<file path="config.mk">
export PLATFORM = sky130hd
export DESIGN_NAME = bin2bcd_seq
export DESIGN_NICKNAME = d
export VERILOG_FILES = /design/src/rtl/bin2bcd_seq.sv
export SDC_FILE = /design/constraint.sdc
export NUM_CORES = 1
export LEC_CHECK = 0
export ABC_AREA = 0
export CORE_ASPECT_RATIO = 0.8
export CORE_MARGIN = 2
export CORE_UTILIZATION = 48
export DETAILED_ROUTE_END_ITERATION = 12
export PLACE_DENSITY = 0.82
export REMOVE_ABC_BUFFERS = 1
export SYNTH_ARGS = -nofsm -noshare
export SYNTH_HDL_FRONTEND = slang
export SYNTH_SLANG_ARGS = --single-unit
</file>
<file path="constraint.sdc">
create_clock -name clk -period 1.5 [get_ports clk]
set_clock_uncertainty 0.15 [all_clocks]
set_input_delay 0.45 -clock clk [delete_from_list [all_inputs] [get_ports clk]]
set_output_delay 0.45 -clock clk [all_outputs]
set_load 0.02 [all_outputs]
</file>
<file path="src/rtl/bin2bcd_seq.sv">
// Sequential binary-to-BCD converter (shift-and-add-3, one bit per clock)
// with valid/ready handshakes on both sides and a significant-digit count.
module bin2bcd_seq #(
   parameter int WIDTH  = 8,
   parameter int DIGITS = 3
) (
   input  logic                           clk,
   input  logic                           rst,
   input  logic                           in_valid,
   output logic                           in_ready,
   input  logic [WIDTH-1:0]               in_bin,
   output logic                           out_valid,
   input  logic                           out_ready,
   output logic [4*DIGITS-1:0]            out_bcd,
   output logic [$clog2(DIGITS+1)-1:0]    out_ndigits
);

   // Digits needed for 2^WIDTH-1, i.e. ceil(WIDTH*log10(2)) in fixed point
   localparam int MIN_DIGITS = (WIDTH * 30103 + 99999) / 100000;
   localparam int CW         = $clog2(WIDTH + 1);
   localparam int NW         = $clog2(DIGITS + 1);

   if (WIDTH < 1) begin : g_width_check
      $error("bin2bcd_seq: WIDTH must be at least 1");
   end

   if (DIGITS < MIN_DIGITS) begin : g_digits_check
      $error("bin2bcd_seq: DIGITS too small to hold the largest WIDTH-bit value");
   end

   typedef enum logic [1:0] {
      IDLE,
      CONV,
      HOLD
   } state_t;

   state_t                state;
   state_t                next_state;
   logic [WIDTH-1:0]      shreg;
   logic [4*DIGITS-1:0]   acc;
   logic [4*DIGITS-1:0]   acc_adj;
   logic [4*DIGITS-1:0]   acc_next;
   logic [CW-1:0]         cnt;
   logic [NW-1:0]         nd;

   // State register; reset always returns to IDLE, abandoning any conversion
   always_ff @(posedge clk) begin
      if (rst) begin
         state <= IDLE;
      end else begin
         state <= next_state;
      end
   end

   // Next-state decode: accept in IDLE, shift WIDTH times, hold until consumed
   always_comb begin
      next_state = state;
      case (state)
         IDLE: if (in_valid) next_state = CONV;
         CONV: if (cnt == CW'(1)) next_state = HOLD;
         HOLD: if (out_ready) next_state = IDLE;
         default: next_state = IDLE;
      endcase
   end

   // Handshake flags are pure state decodes; in_ready is also held low while reset is asserted
   always_comb begin
      in_ready  = (state == IDLE) && !rst;
      out_valid = (state == HOLD);
   end

   // Add-3 correction on every digit of 5 or more, then shift in the next binary MSB
   always_comb begin
      acc_adj = acc;
      for (int i = 0; i < DIGITS; i++) begin
         if (acc[4*i +: 4] >= 4'd5) begin
            acc_adj[4*i +: 4] = acc[4*i +: 4] + 4'd3;
         end
      end
      acc_next = {acc_adj[4*DIGITS-2:0], shreg[WIDTH-1]};
   end

   // Datapath: load on accept, step once per CONV cycle, capture the result on the last shift
   always_ff @(posedge clk) begin
      if (rst) begin
         shreg   <= '0;
         acc     <= '0;
         cnt     <= '0;
         out_bcd <= '0;
      end else begin
         case (state)
            IDLE: begin
               if (in_valid) begin
                  shreg <= in_bin;
                  acc   <= '0;
                  cnt   <= CW'(WIDTH);
               end
            end
            CONV: begin
               shreg <= shreg << 1;
               acc   <= acc_next;
               cnt   <= cnt - CW'(1);
               if (cnt == CW'(1)) begin
                  out_bcd <= acc_next;
               end
            end
            default: begin
            end
         endcase
      end
   end

   // Significant digits: one past the highest nonzero digit, minimum one, zero when idle
   always_comb begin
      nd = NW'(1);
      for (int i = 1; i < DIGITS; i++) begin
         if (out_bcd[4*i +: 4] != 4'd0) begin
            nd = NW'(i + 1);
         end
      end
      out_ndigits = out_valid ? nd : '0;
   end

endmodule

</file>
# == Word-level counts from Yosys, hierarchy flattened ==
# Cells that the tools add are included.
# classes
addsub,4
mul,0
div_mod_pow,0
order_cmp,3
eq_ne,6
shifts,0
n_mux,16
n_bitwise,0
n_reduce_logical,9
# ops
cell,count
one-hot mux 12 bit (2 select lines),1
one-hot mux 8 bit (2 select lines),1
>= comparator 4 x 3 -> 1 bit (second input constant),3
2-to-1 mux 12 bit,1
2-to-1 mux 2 bit,6
2-to-1 mux 4 bit,3
adder 4 x 2 -> 4 bit (second input constant),2
2-to-1 mux 8 bit,1
one-hot mux 4 bit (2 select lines),1
nonzero test 4 bit,2
one-hot mux 2 bit (3 select lines),1
== test 4 x 1 -> 1 bit (second input constant),1
!= test 2 bit (second input constant),2
AND reduction 2 bit,2
subtractor 4 x 1 -> 4 bit (second input constant),1
adder 3 x 2 -> 3 bit (second input constant),1
2-to-1 mux 3 bit,1
AND reduction 3 bit,1
== test 2 x 1 -> 1 bit (second input constant),1
== test 2 bit (second input constant),1
logical NOT 2 bit,1
!= test 2 x 1 -> 1 bit (second input constant),1
nonzero test 2 bit,1
logical AND 1 bit,1
logical NOT 1 bit,1
# word_totals
regBits,38
latch_bits,0
ramBits,0
rom_bits,0
in_bits,12
output_inout_bits,16
word_cells,43
n_memories,0

# == Logic depth before layout (Yosys ltp) ==
# Gate-level depths: netlist of the first run.
# logic_depth
depth_word,4
ltp_mapped,8
ltp_nobuf,6

# == Worst setup path after synthesis of the first run ==
# No wires, ideal clock.
# synth_timing
path_kind,reg2out
from,register out_bcd[7]
to,output out_ndigits[0]
arrival_ns,1.279
required_ns,0.900
setup_slack_ns,-0.379
stages_incl_launch_ff,3
path_buffers,0
path_cell_list,dfxtp_1 -> or4_1 -> a21oi_1
# synth_between
elab_chain_len,4
# synth_rtl
item,line,rtl
from (decl),14,"output logic [4*DIGITS-1:0] out_bcd,"
from (signal assigned),104,out_bcd <= acc_next;
nonzero test 4 bit,117,if (out_bcd[4*i +: 4] != 4'd0) begin
2-to-1 mux 2 bit (2 in series),117,
2-to-1 mux 2 bit,121,out_ndigits = out_valid ? nd : '0;
to (decl),15,output logic [$clog2(DIGITS+1)-1:0] out_ndigits
# No other way between the ends.

# == Worst setup path after layout of the first run ==
# layout_timing
from,register out_bcd[4]
to,output out_ndigits[0]
# Same word-level chain as after synthesis.

==> summary.md, run 1 <==
| Metric | Value |
|---|---|
| Power Density | `712 nW/um^2` |
| Crit path depth | `3` |
| Worst reg-to-reg setup slack | `-0.32 ns` |
| Root Driver | `clkbuf_8` |
| Seq cells post-synth | `38` |
| Slew headroom | `~74%` |
| Max VDD drop | `~560 uV` |
| Final Max Tran Viols | `0` |
| Worst-Skew Late Latency | `0.29 ns` |
| Grt ovf | `0` |
| Critical Path AT | `1.47 ns` |
| Async set-reset flop share out of synthesis | `0%` |
| Commonest non-fill, non-tap cell in the layout | `buf_6` |
| CP startpoint kind | `flop` |
| H-tree Lvls | `2` |
| Period utilization | `138%` |
| Primary FF master, synth | `dfxtp_1` |
| Sequential area share after synthesis | `39.9%` |
| Hold buffers post-CTS | `0` |
| Final ANT Viol Nets | `0` |
| Chip height | `60.4 um` |
| Remaining DRCs | `0` |
| Buf/Inv on CP | `1` |
| Final min period | `2.07 ns` |
| Worst slack at placement | `-0.895 ns` |
| RSZ-0062 raised after global routing | `yes` |
| Worst setup endpoint | `out_ndigits[0]` |
| Post-synth top area cell | `dfxtp_1` |
| Vias in the first global route | `1928` |
| Reg2reg end | `out_bcd[5]` |
| Pin count of the biggest net entering global routing | `41` |
| Initial Util | `between 50 and 60%` |
| Core ar. | `3800 sq um` |
| Drt wl/cell | `approximately 21 um` |
| Initial antenna violation count | `0` |
| Clock tree from TritonCTS | `built` |
| Via density per instance | `6.09` |
| Die ar. | `4500 sq um` |
| IO Pins | `28` |
| R2R depth | `7` |
| Row count | `20` |
| Most area-consuming cells after synthesis | `dfxtp_1, nor2_1, a21oi_1` |
| Drt first pass iters | `7` |
| Area growth syn-to-layout | `74.8%` |
| Post-Syn Instances | `222` |
| Slowest stage cell, crit path | `or4_4` |
| Vias | `2161` |
| Endpoints failing setup | `40` |
| Min-delay worst type | `flop to flop` |
| Slew @ Worst Pin | `0.391 ns` |
| Post-synth EDFFs | `0` |
| Area share of the leading cell type in the synthesized netlist | `39.9%` |
| Post-Route Setup TNS | `-6.75 ns` |
| Final Cell Area | `3330 sq um` |
| # clock sinks | `38` |
| Syn avg cell area | `8.59 sq um` |
| N_diodes | `0` |
| Tot Pwr | `0.00237 W` |
| Count of cell types in the netlist | `36` |
| Final nets | `319` |
| Max Cap Viol | `0` |
| Crit path max-delay family | `simple AND/OR/NAND/NOR gates` |
| Hold Vio Cnt, Final | `0` |
| Worst Setup Path Type | `flop to output port` |
| Worst r2r src | `state[0]` |
| Leakage | `1.29 nW` |
| Most frequent cells in the layout | `buf_6, buf_4, nor2_1` |
| First-pass GRT wire length | `9180 um` |
| Critical Path Start | `out_bcd[4]` |
| Cell Chain, Critical Path | `or4_4 -> a21oi_2 -> buf_6` |
| Maximum clock path buffer count | `2` |
| Netlist Area Pre-Place | `about 1900 sq um` |
| Synth Warn # | `0` |
| Worst stage delay on the critical path | `~0.52 ns` |
| Failing checks | `setup timing` |
| Die width | `74.5 um` |
| Final worst slack | `-0.572 ns` |
| Global placement routability congestion | `between 0.7 and 0.8` |
| CTS clock-pin slew for the worst setup and hold paths | `0.08 ns` |
| Req. time, crit path | `0.90 ns` |
| TritonCTS Buffers | `5` |
| Crit. End Element | `output port` |
| Iteration-0 DRC Markers | `158` |
| Port buffer count | `27` |
| WL final | `between 7000 and 8000 um` |
| Post-DP HPWL | `between 3000 and 4000 um` |
| Final Hold Slack | `0.348 ns` |
| Share of cells above drive strength 1 | `64.0%` |
| Dpl cell area | `2480 sq um` |
| Max frequency | `just under 500 MHz` |
| Status | `complete, but fails checks` |
| GR Util All Layers | `27.4%` |
| Crit-path max FO | `2` |
logic make-up after synthesis:
group           share of synthesized area (%)
simple gates                             25.6
buf+inv                                  6.56
xor+xnor                                 1.38
fa+ha+maj                                5.25
compound gates                           18.5
flops                                    39.9
mux                                      2.89
layer usage:
metal  up-vias  share of wire, %  GRT usage [%]
met3        37               6.6           5.32
met2       118                49           47.3
met1      1076                39           34.5
li1        930                 -              -
met4         0               4.9           9.69
met5         -                 0              0
worst reg2reg max path, cell delays in order (launching register included):
cell	delay, ns
dfxtp_2	0.36
buf_6	0.12
buf_8	0.10
and4bb_1	0.25
nor2b_4	0.28
buf_12	0.18
nand2b_4	0.12
o22ai_1	0.18
through the flow:
step,utilization (%),std cells
4_1_cts,77.3,350
5_1_grt,87.7,355
3_3_place_gp,65.2,331
6_report,87.7,355
2_1_floorplan,-,208
3_5_place_dp,65.2,331
sequential cells by signal, summed over array words and instances, names as in the netlist:
name and count:
acc 12, out_bcd 12, shreg 8, cnt 4, state 2
power by group:
part / internal [W] / switching, W
logic: 0.000271 / 0.000273
registers: 0.00105 / 0.0000428
clock network: 0.000371 / 0.000366
total: 0.00169 / 0.000683
worst min path at each step:
| stage | end | start | slack [ns] | cells after the start |
|---|---|---|---|---|
| after CTS | out_bcd[1] | out_bcd[1] | 0.34 | 2 |
| after global routing | shreg[4] | shreg[4] | 0.36 | 2 |
| final | shreg[3] | shreg[3] | 0.35 | 2 |
| after global placement | shreg[0] | shreg[0] | 0.32 | 2 |
| after detailed placement | out_bcd[1] | out_bcd[1] | 0.33 | 2 |
| after floorplan | acc[11] | acc[11] | 0.30 | 2 |
timing repair:
| action | 4_1_cts | 5_1_grt |
|---|---|---|
| pin swaps | 26 | 33 |
| setup endpoints to repair | 53 | 51 |
| setup buffers | 12 | 4 |
| cloned | 1 | 1 |
| resized for setup | 156 | 97 |
synthesized netlist by cell type (4+ instances only):
master,count
nand2b_1,12
a211oi_2,5
o22ai_1,5
inv_1,10
nand3b_1,4
nor3b_1,5
o32ai_1,5
nor2b_1,6
ha_1,8
mux2_2,4
dfxtp_1,38
nor3_1,11
a21oi_1,23
clkbuf_1,5
nor2_1,40
buf_2,4
o21ai_0,9
final cells by class:
| cell class | instances | area (sq um) |
|---|---|---|
| inverter | 10 | 45.0 |
| timing repair buffer | 83 | 803 |
| clock inverter | 1 | 5.00 |
| tap | 55 | 68.8 |
| multi-input combinational | 161 | 1540 |
| sequential | 38 | 785 |
| clock buffer | 7 | 86.3 |
| fill | 164 | 469 |
Note: power is estimated with default switching activity, not from simulation.
==> run 2: changes to the inputs <==
--- a/config.mk
+++ b/config.mk
@@ -6,8 +6,9 @@
 export NUM_CORES = 1
 export LEC_CHECK = 0
 export ABC_AREA = 0
+export CAP_MARGIN = 20
 export CORE_ASPECT_RATIO = 0.8
-export CORE_MARGIN = 2
+export CORE_MARGIN = 5
 export CORE_UTILIZATION = 48
 export DETAILED_ROUTE_END_ITERATION = 12
 export PLACE_DENSITY = 0.82
==> summary.md, run 2 (synthesis gave the netlist of run 1 again) <==
| Metric | Value |
|---|---|
| Hold buffers post-CTS | `0 (unchanged)` |
| CTS clock-pin slew for the worst setup and hold paths | `0.08 ns (about the same)` |
| Share of cells above drive strength 1 | `60.2% (-3.8 points)` |
| Max Cap Viol | `0 (unchanged)` |
| Clock tree from TritonCTS | `built` |
| Slowest stage cell, crit path | `or4_4` |
| Initial Util | `49.8% (-0.33 points)` |
| Power Density | `743 nW/um^2 (+4.3%)` |
| Worst Setup Path Type | `flop to output port` |
| Buf/Inv on CP | `1 (unchanged)` |
| Crit-path max FO | `2 (unchanged)` |
| Worst-Skew Late Latency | `0.29 ns (about the same)` |
| Hold depth | `2 (unchanged)` |
| Row count | `20 (unchanged)` |
| Area of the multi-input gates | `1540 sq um (-0.24%)` |
| Leakage | `1.28 nW (-0.60%)` |
| Final core utilization | `87.0% (-0.70 points)` |
| Initial antenna violation count | `0 (unchanged)` |
| Crit. End Element | `output port` |
| Non-filler instance count after layout | `354 (-0.28%)` |
| CP startpoint kind | `flop` |
| Endpoints failing setup | `29 (-28%)` |
| Period utilization | `139% (+0.84 points)` |
| Final ANT Viol Nets | `0 (unchanged)` |
| Slew headroom | `73.7% (-0.16 points)` |
| NetSw | `0.000709 W (+3.9%)` |
| R2R depth | `7 (unchanged)` |
| IO Pins | `28 (unchanged)` |
| TritonCTS Buffers | `5 (unchanged)` |
| Min-delay worst type | `flop to flop` |
| Final worst slack | `-0.585 ns (-0.0126 ns)` |
| Most frequent cells in the layout | `nor2_1, buf_6, buf_4` |
| Drt wl/cell | `24.3 um (+14%)` |
| Status | `complete, but fails checks` |
| Failing checks | `setup timing` |
| Power share of the combinational group | `21.5% (-1.4 points)` |
| Die ar. | `5340 sq um (+19%)` |
| First-pass GRT wire length | `10300 um (+13%)` |
| Global placement routability congestion | `0.824 (+7.5%)` |
| Vias in the first global route | `2021 (+4.8%)` |
| Slew @ Worst Pin | `0.391 ns (+0.000305 ns)` |
| H-tree Lvls | `2 (unchanged)` |
| Maximum clock path buffer count | `2 (unchanged)` |
| Final Hold Slack | `0.365 ns (+0.0177 ns)` |
| Req. time, crit path | `0.90 ns (about the same)` |
| WL final | `8590 um (+14%)` |
| Hold Vio Cnt, Final | `0 (unchanged)` |
| Storage cell area | `791 sq um (+0.80%)` |
| Crit path depth | `3 (unchanged)` |
| Max frequency | `480 MHz (-0.60%)` |
| Pin count of the biggest net entering global routing | `41 (unchanged)` |
| Post-DP HPWL | `3450 um (+10%)` |
| Tot Pwr | `0.00247 W (+4.2%)` |
| Final Max Tran Viols | `0 (unchanged)` |
| Final min period | `2.09 ns (+0.0126 ns)` |
| Remaining DRCs | `0 (unchanged)` |
| Drt first pass iters | `5 (-2)` |
| Worst stage delay on the critical path | `0.55 ns (+0.03 ns)` |
| FILL cells | `153 (-6.7%)` |
| Port buffer count | `27 (unchanged)` |
| Seq pwr share | `44.2% (-1.8 points)` |
| Clock power share | `34.3% (+3.2 points)` |
| Final nets | `318 (-0.31%)` |
| Vias | `2265 (+4.8%)` |
| N_diodes | `0 (unchanged)` |
| Max VDD drop | `1050 uV (+87%)` |
| Grt ovf | `0 (unchanged)` |
| Root Driver | `clkbuf_8` |
| Cell Chain, Critical Path | `or4_4 -> a21oi_4 -> buf_6` |
| Worst slack at placement | `-0.873 ns (+0.0217 ns)` |
| Via density per instance | `6.40 (+5.1%)` |
| Sw Share | `28.7% (-0.070 points)` |
| GR Util All Layers | `26.1% (-1.2 points)` |
| Top flop regs | `acc: 12 flops, out_bcd: 12 flops, shreg: 8 flops` |
| Chip height | `66.4 um (+9.9%)` |
| Iteration-0 DRC Markers | `260 (+65%)` |
| RSZ-0062 raised after global routing | `yes` |
| Die width | `80.5 um (+8.1%)` |
| Core ar. | `3830 sq um (+0.66%)` |
| Critical Path AT | `1.49 ns (+0.02 ns)` |
| Area growth syn-to-layout | `74.5%` |
| Dpl cells | `331 (unchanged)` |
| Cell internal pwr | `0.00176 W (+4.3%)` |
| Crit path max-delay family | `simple AND/OR/NAND/NOR gates` |
| # clock sinks | `38 (unchanged)` |
==> run 2: changes by cell type in the layout (fill, tap and decap cells not counted), sizes merged <==
| cell | previous run | this run |
|---|---|---|
| buf | 71 | 72 |
| clkdlybuf4s15 | 1 | 0 |
| clkinv | 1 | 0 |
==> run 2: stage by stage <==
stage / TNS, ns / instance area (sq um)
floorplan: -4.66 / 1820
global placement: -18.82 / 2480
detailed placement: -19.65 / 2480
CTS: -2.24 / 2950
global route: -5.56 / 3330
finish: -4.11 / 3330
==> run 2: worst paths after layout <==
check / slack [ns] / from / to
min: 0.37 / shreg[3] / shreg[3]
max reg2reg: -0.23 / cnt[1] / out_bcd[5]
max: -0.59 / out_bcd[5] / out_ndigits[0]
min reg2reg: 0.37 / shreg[3] / shreg[3]
==> run 2: what timing repair did <==
action	CTS	global route
gates cloned	1	1
gates resized for setup	165	80
endpoints found under the setup margin	52	49
setup buffers	11	8
endpoints found under the hold margin	0	0
pin swaps	24	20
==> run 2: metal layers <==
metal  global-route usage (%)  vias up  part of all wire (%)
li1                         -      924                     -
met4                     12.7        0                   6.3
met5                        0        -                     0
met2                     47.8      183                    49
met1                     28.7     1094                    35
met3                     5.18       64                   9.2
==> run 2: area by class of cell <==
type | count | area share (%)
multi-input combinational | 161 | 46.2
sequential | 38 | 23.8
timing repair buffer | 82 | 23.4
clock buffer | 8 | 3.31
tap | 55 | 2.07
inverter | 10 | 1.28
==> run 2: power groups by stage <==
stage	sequential, W	clock, W	combinational (W)
after floorplan	0.00111	0	0.000158
after global placement	0.00110	0	0.000331
after detailed placement	0.00110	0	0.000342
after CTS	0.00108	0.000823	0.000408
after global routing	0.00109	0.000888	0.000554
final	0.00109	0.000849	0.000531
==> run 2: worst min-delay path, delay by kind of cell, from the launching register on <==
family           cells  cell delay [ns]
flip-flops           1             0.32
AND/OR/NAND/NOR      2             0.16
==> run 3: changes to the inputs <==
--- a/config.mk
+++ b/config.mk
@@ -13,6 +13,7 @@
 export DETAILED_ROUTE_END_ITERATION = 12
 export PLACE_DENSITY = 0.82
 export REMOVE_ABC_BUFFERS = 1
+export SKIP_CTS_REPAIR_TIMING = 1
 export SYNTH_ARGS = -nofsm -noshare
 export SYNTH_HDL_FRONTEND = slang
 export SYNTH_SLANG_ARGS = --single-unit
==> summary.md, run 3 (synthesis gave the netlist of run 1 again) <==
| Metric | Value |
|---|---|
| Power Density | `753 nW/um^2 (+1.5%)` |
| Most frequent cells in the layout | `buf_4, nor2_1, dfxtp_1` |
| Non-filler instance count after layout | `349 (-1.4%)` |
| Clock tree from TritonCTS | `built` |
| Final Max Tran Viols | `0 (unchanged)` |
| Initial antenna violation count | `0 (unchanged)` |
| Period utilization | `136% (-3.1 points)` |
| Endpoints failing setup | `27 (-6.9%)` |
| Initial Util | `49.8% (unchanged)` |
| Via density per instance | `5.87 (-8.2%)` |
| Chip height | `66.4 um (unchanged)` |
| Remaining DRCs | `0 (unchanged)` |
| Max frequency | `491 MHz (+2.3%)` |
| Crit. End Element | `output port` |
| FILL cells | `192 (+25%)` |
| Final min period | `2.04 ns (-0.0471 ns)` |
| Grt ovf | `0 (unchanged)` |
| Slew headroom | `72.5% (-1.2 points)` |
| Worst reg-to-reg setup slack | `-0.18 ns (+0.05 ns)` |
| Iteration-0 DRC Markers | `254 (-2.3%)` |
| Slew @ Worst Pin | `0.408 ns (+0.0166 ns)` |
| Hold Vio Cnt, Final | `0 (unchanged)` |
| Min-delay worst type | `flop to flop` |
| Dpl cell area | `2480 sq um (unchanged)` |
| Dpl cells | `331 (unchanged)` |
| CP startpoint kind | `flop` |
| Commonest non-fill, non-tap cell in the layout | `buf_4` |
| Core ar. | `3830 sq um (unchanged)` |
| Vias | `2049 (-9.5%)` |
| Drt first pass iters | `4 (-1)` |
| Post-DP HPWL | `3450 um (unchanged)` |
| TritonCTS Buffers | `5 (unchanged)` |
| Worst-Skew Late Latency | `0.30 ns (about the same)` |
| Hold depth | `2 (unchanged)` |
| Row count | `20 (unchanged)` |
| N_diodes | `0 (unchanged)` |
| Max VDD drop | `684 uV (-35%)` |
| Leakage | `1.31 nW (+2.1%)` |
| Global placement routability congestion | `0.824 (unchanged)` |
| Final Cell Area | `3170 sq um (-4.8%)` |
| Reg2reg end | `out_bcd[8]` |
| Vias in the first global route | `1695 (-16%)` |
| GR Util All Layers | `19.2% (-6.9 points)` |
| Die width | `80.5 um (unchanged)` |
| Final nets | `313 (-1.6%)` |
| Die ar. | `5340 sq um (unchanged)` |
| RSZ-0062 raised after global routing | `yes` |
| Failing checks | `setup timing` |
| # clock sinks | `38 (unchanged)` |
| Pin count of the biggest net entering global routing | `41 (unchanged)` |
| Port buffer count | `27 (unchanged)` |
| Worst r2r src | `state[0]` |
| R2R depth | `6 (-1)` |
| Maximum clock path buffer count | `2 (unchanged)` |
| Critical Path AT | `1.44 ns (-0.05 ns)` |
| Status | `complete, but fails checks` |
| H-tree Lvls | `2 (unchanged)` |
| Worst Setup Path Type | `flop to output port` |
| Area growth syn-to-layout | `66.0%` |
| IO Pins | `28 (unchanged)` |
| Share of cells above drive strength 1 | `52.0% (-8.2 points)` |
| First-pass GRT wire length | `7830 um (-24%)` |
| Root Driver | `clkbuf_8` |
| Drt wl/cell | `20.5 um (-16%)` |
| Final worst slack | `-0.538 ns (+0.0471 ns)` |
| CTS clock-pin slew for the worst setup and hold paths | `0.08 ns (about the same)` |
| Min-Delay Endpoint | `shreg[4]` |
| Req. time, crit path | `0.90 ns (about the same)` |
| Max Cap Viol | `0 (unchanged)` |
| Crit-path max FO | `2 (unchanged)` |
| WL final | `7150 um (-17%)` |
| Top flop regs | `acc: 12 flops, out_bcd: 12 flops, shreg: 8 flops` |
| Hold_sp | `shreg[4]` |
| Final ANT Viol Nets | `0 (unchanged)` |
-- run 3: changes by cell type in the layout (fill, tap and decap cells not counted), moves of 3 or more --
cell,previous run,this run
buf_2,5,0
nor2_1,32,36
buf_6,32,13
nor2_4,6,3
dlymetal6s2s_1,0,6
buf_4,32,46
-- run 3: final cells by class --
| class | instances | area, sq um | share of cell area [%] |
|---|---|---|---|
| well taps | 55 | 68.8 | 2.17 |
| flip-flops and latches | 38 | 786 | 24.8 |
| repair buffers | 78 | 747 | 23.6 |
| clock buffers | 8 | 110 | 3.48 |
| multi-input cells | 160 | 1410 | 44.5 |
| inverters | 10 | 45.0 | 1.42 |
-- run 3: through the flow --
step | setup TNS [ns] | util, % | worst slack [ns] | hold WS, ns | power [W]
6_report | -3.19 | 82.7 | -0.538 | 0.354 | 0.00239
2_1_floorplan | -4.66 | - | -0.379 | 0.301 | 0.00127
4_1_cts | -14.34 | 67.6 | -0.986 | 0.345 | 0.00224
3_3_place_gp | -18.82 | 64.8 | -0.873 | 0.321 | 0.00143
3_5_place_dp | -19.65 | 64.8 | -0.873 | 0.331 | 0.00144
5_1_grt | -4.25 | 82.7 | -0.538 | 0.372 | 0.00246
-- run 3: worst max-delay path: stages, from the launching register on --
cell and delay [ns]:
dfxtp_1 0.31, or4_1 0.52, a21oi_1 0.14, buf_4 0.16
-- run 3: routing by layer --
layer	global-route usage [%]	vias to the layer above	part of all wire, %
li1	-	915	-
met1	23.5	1010	39
met2	33.2	96	51
met3	3.27	28	5.7
met4	8.23	0	4.1
met5	0	-	0
-- run 3: how the worst max path moves through the flow --
stage                    start              to  slack [ns]  depth (start not counted)
global placement           rst        in_ready       -0.87                          3
floorplan           out_bcd[7]  out_ndigits[0]       -0.38                          2
finish              out_bcd[7]  out_ndigits[0]       -0.54                          3
global route        out_bcd[7]  out_ndigits[0]       -0.54                          3
detailed placement         rst        in_ready       -0.87                          3
CTS                 out_bcd[7]  out_ndigits[0]       -0.99                          3
-- run 3: power by group --
group / internal [W] / total (W) / switching [W] / leakage [nW]
registers: 0.00105 / 0.00109 / 0.0000360 / 0.318
logic: 0.000221 / 0.000457 / 0.000236 / 0.933
clock network: 0.000464 / 0.000843 / 0.000378 / 0.0575
total: 0.00174 / 0.00239 / 0.000651 / 1.31
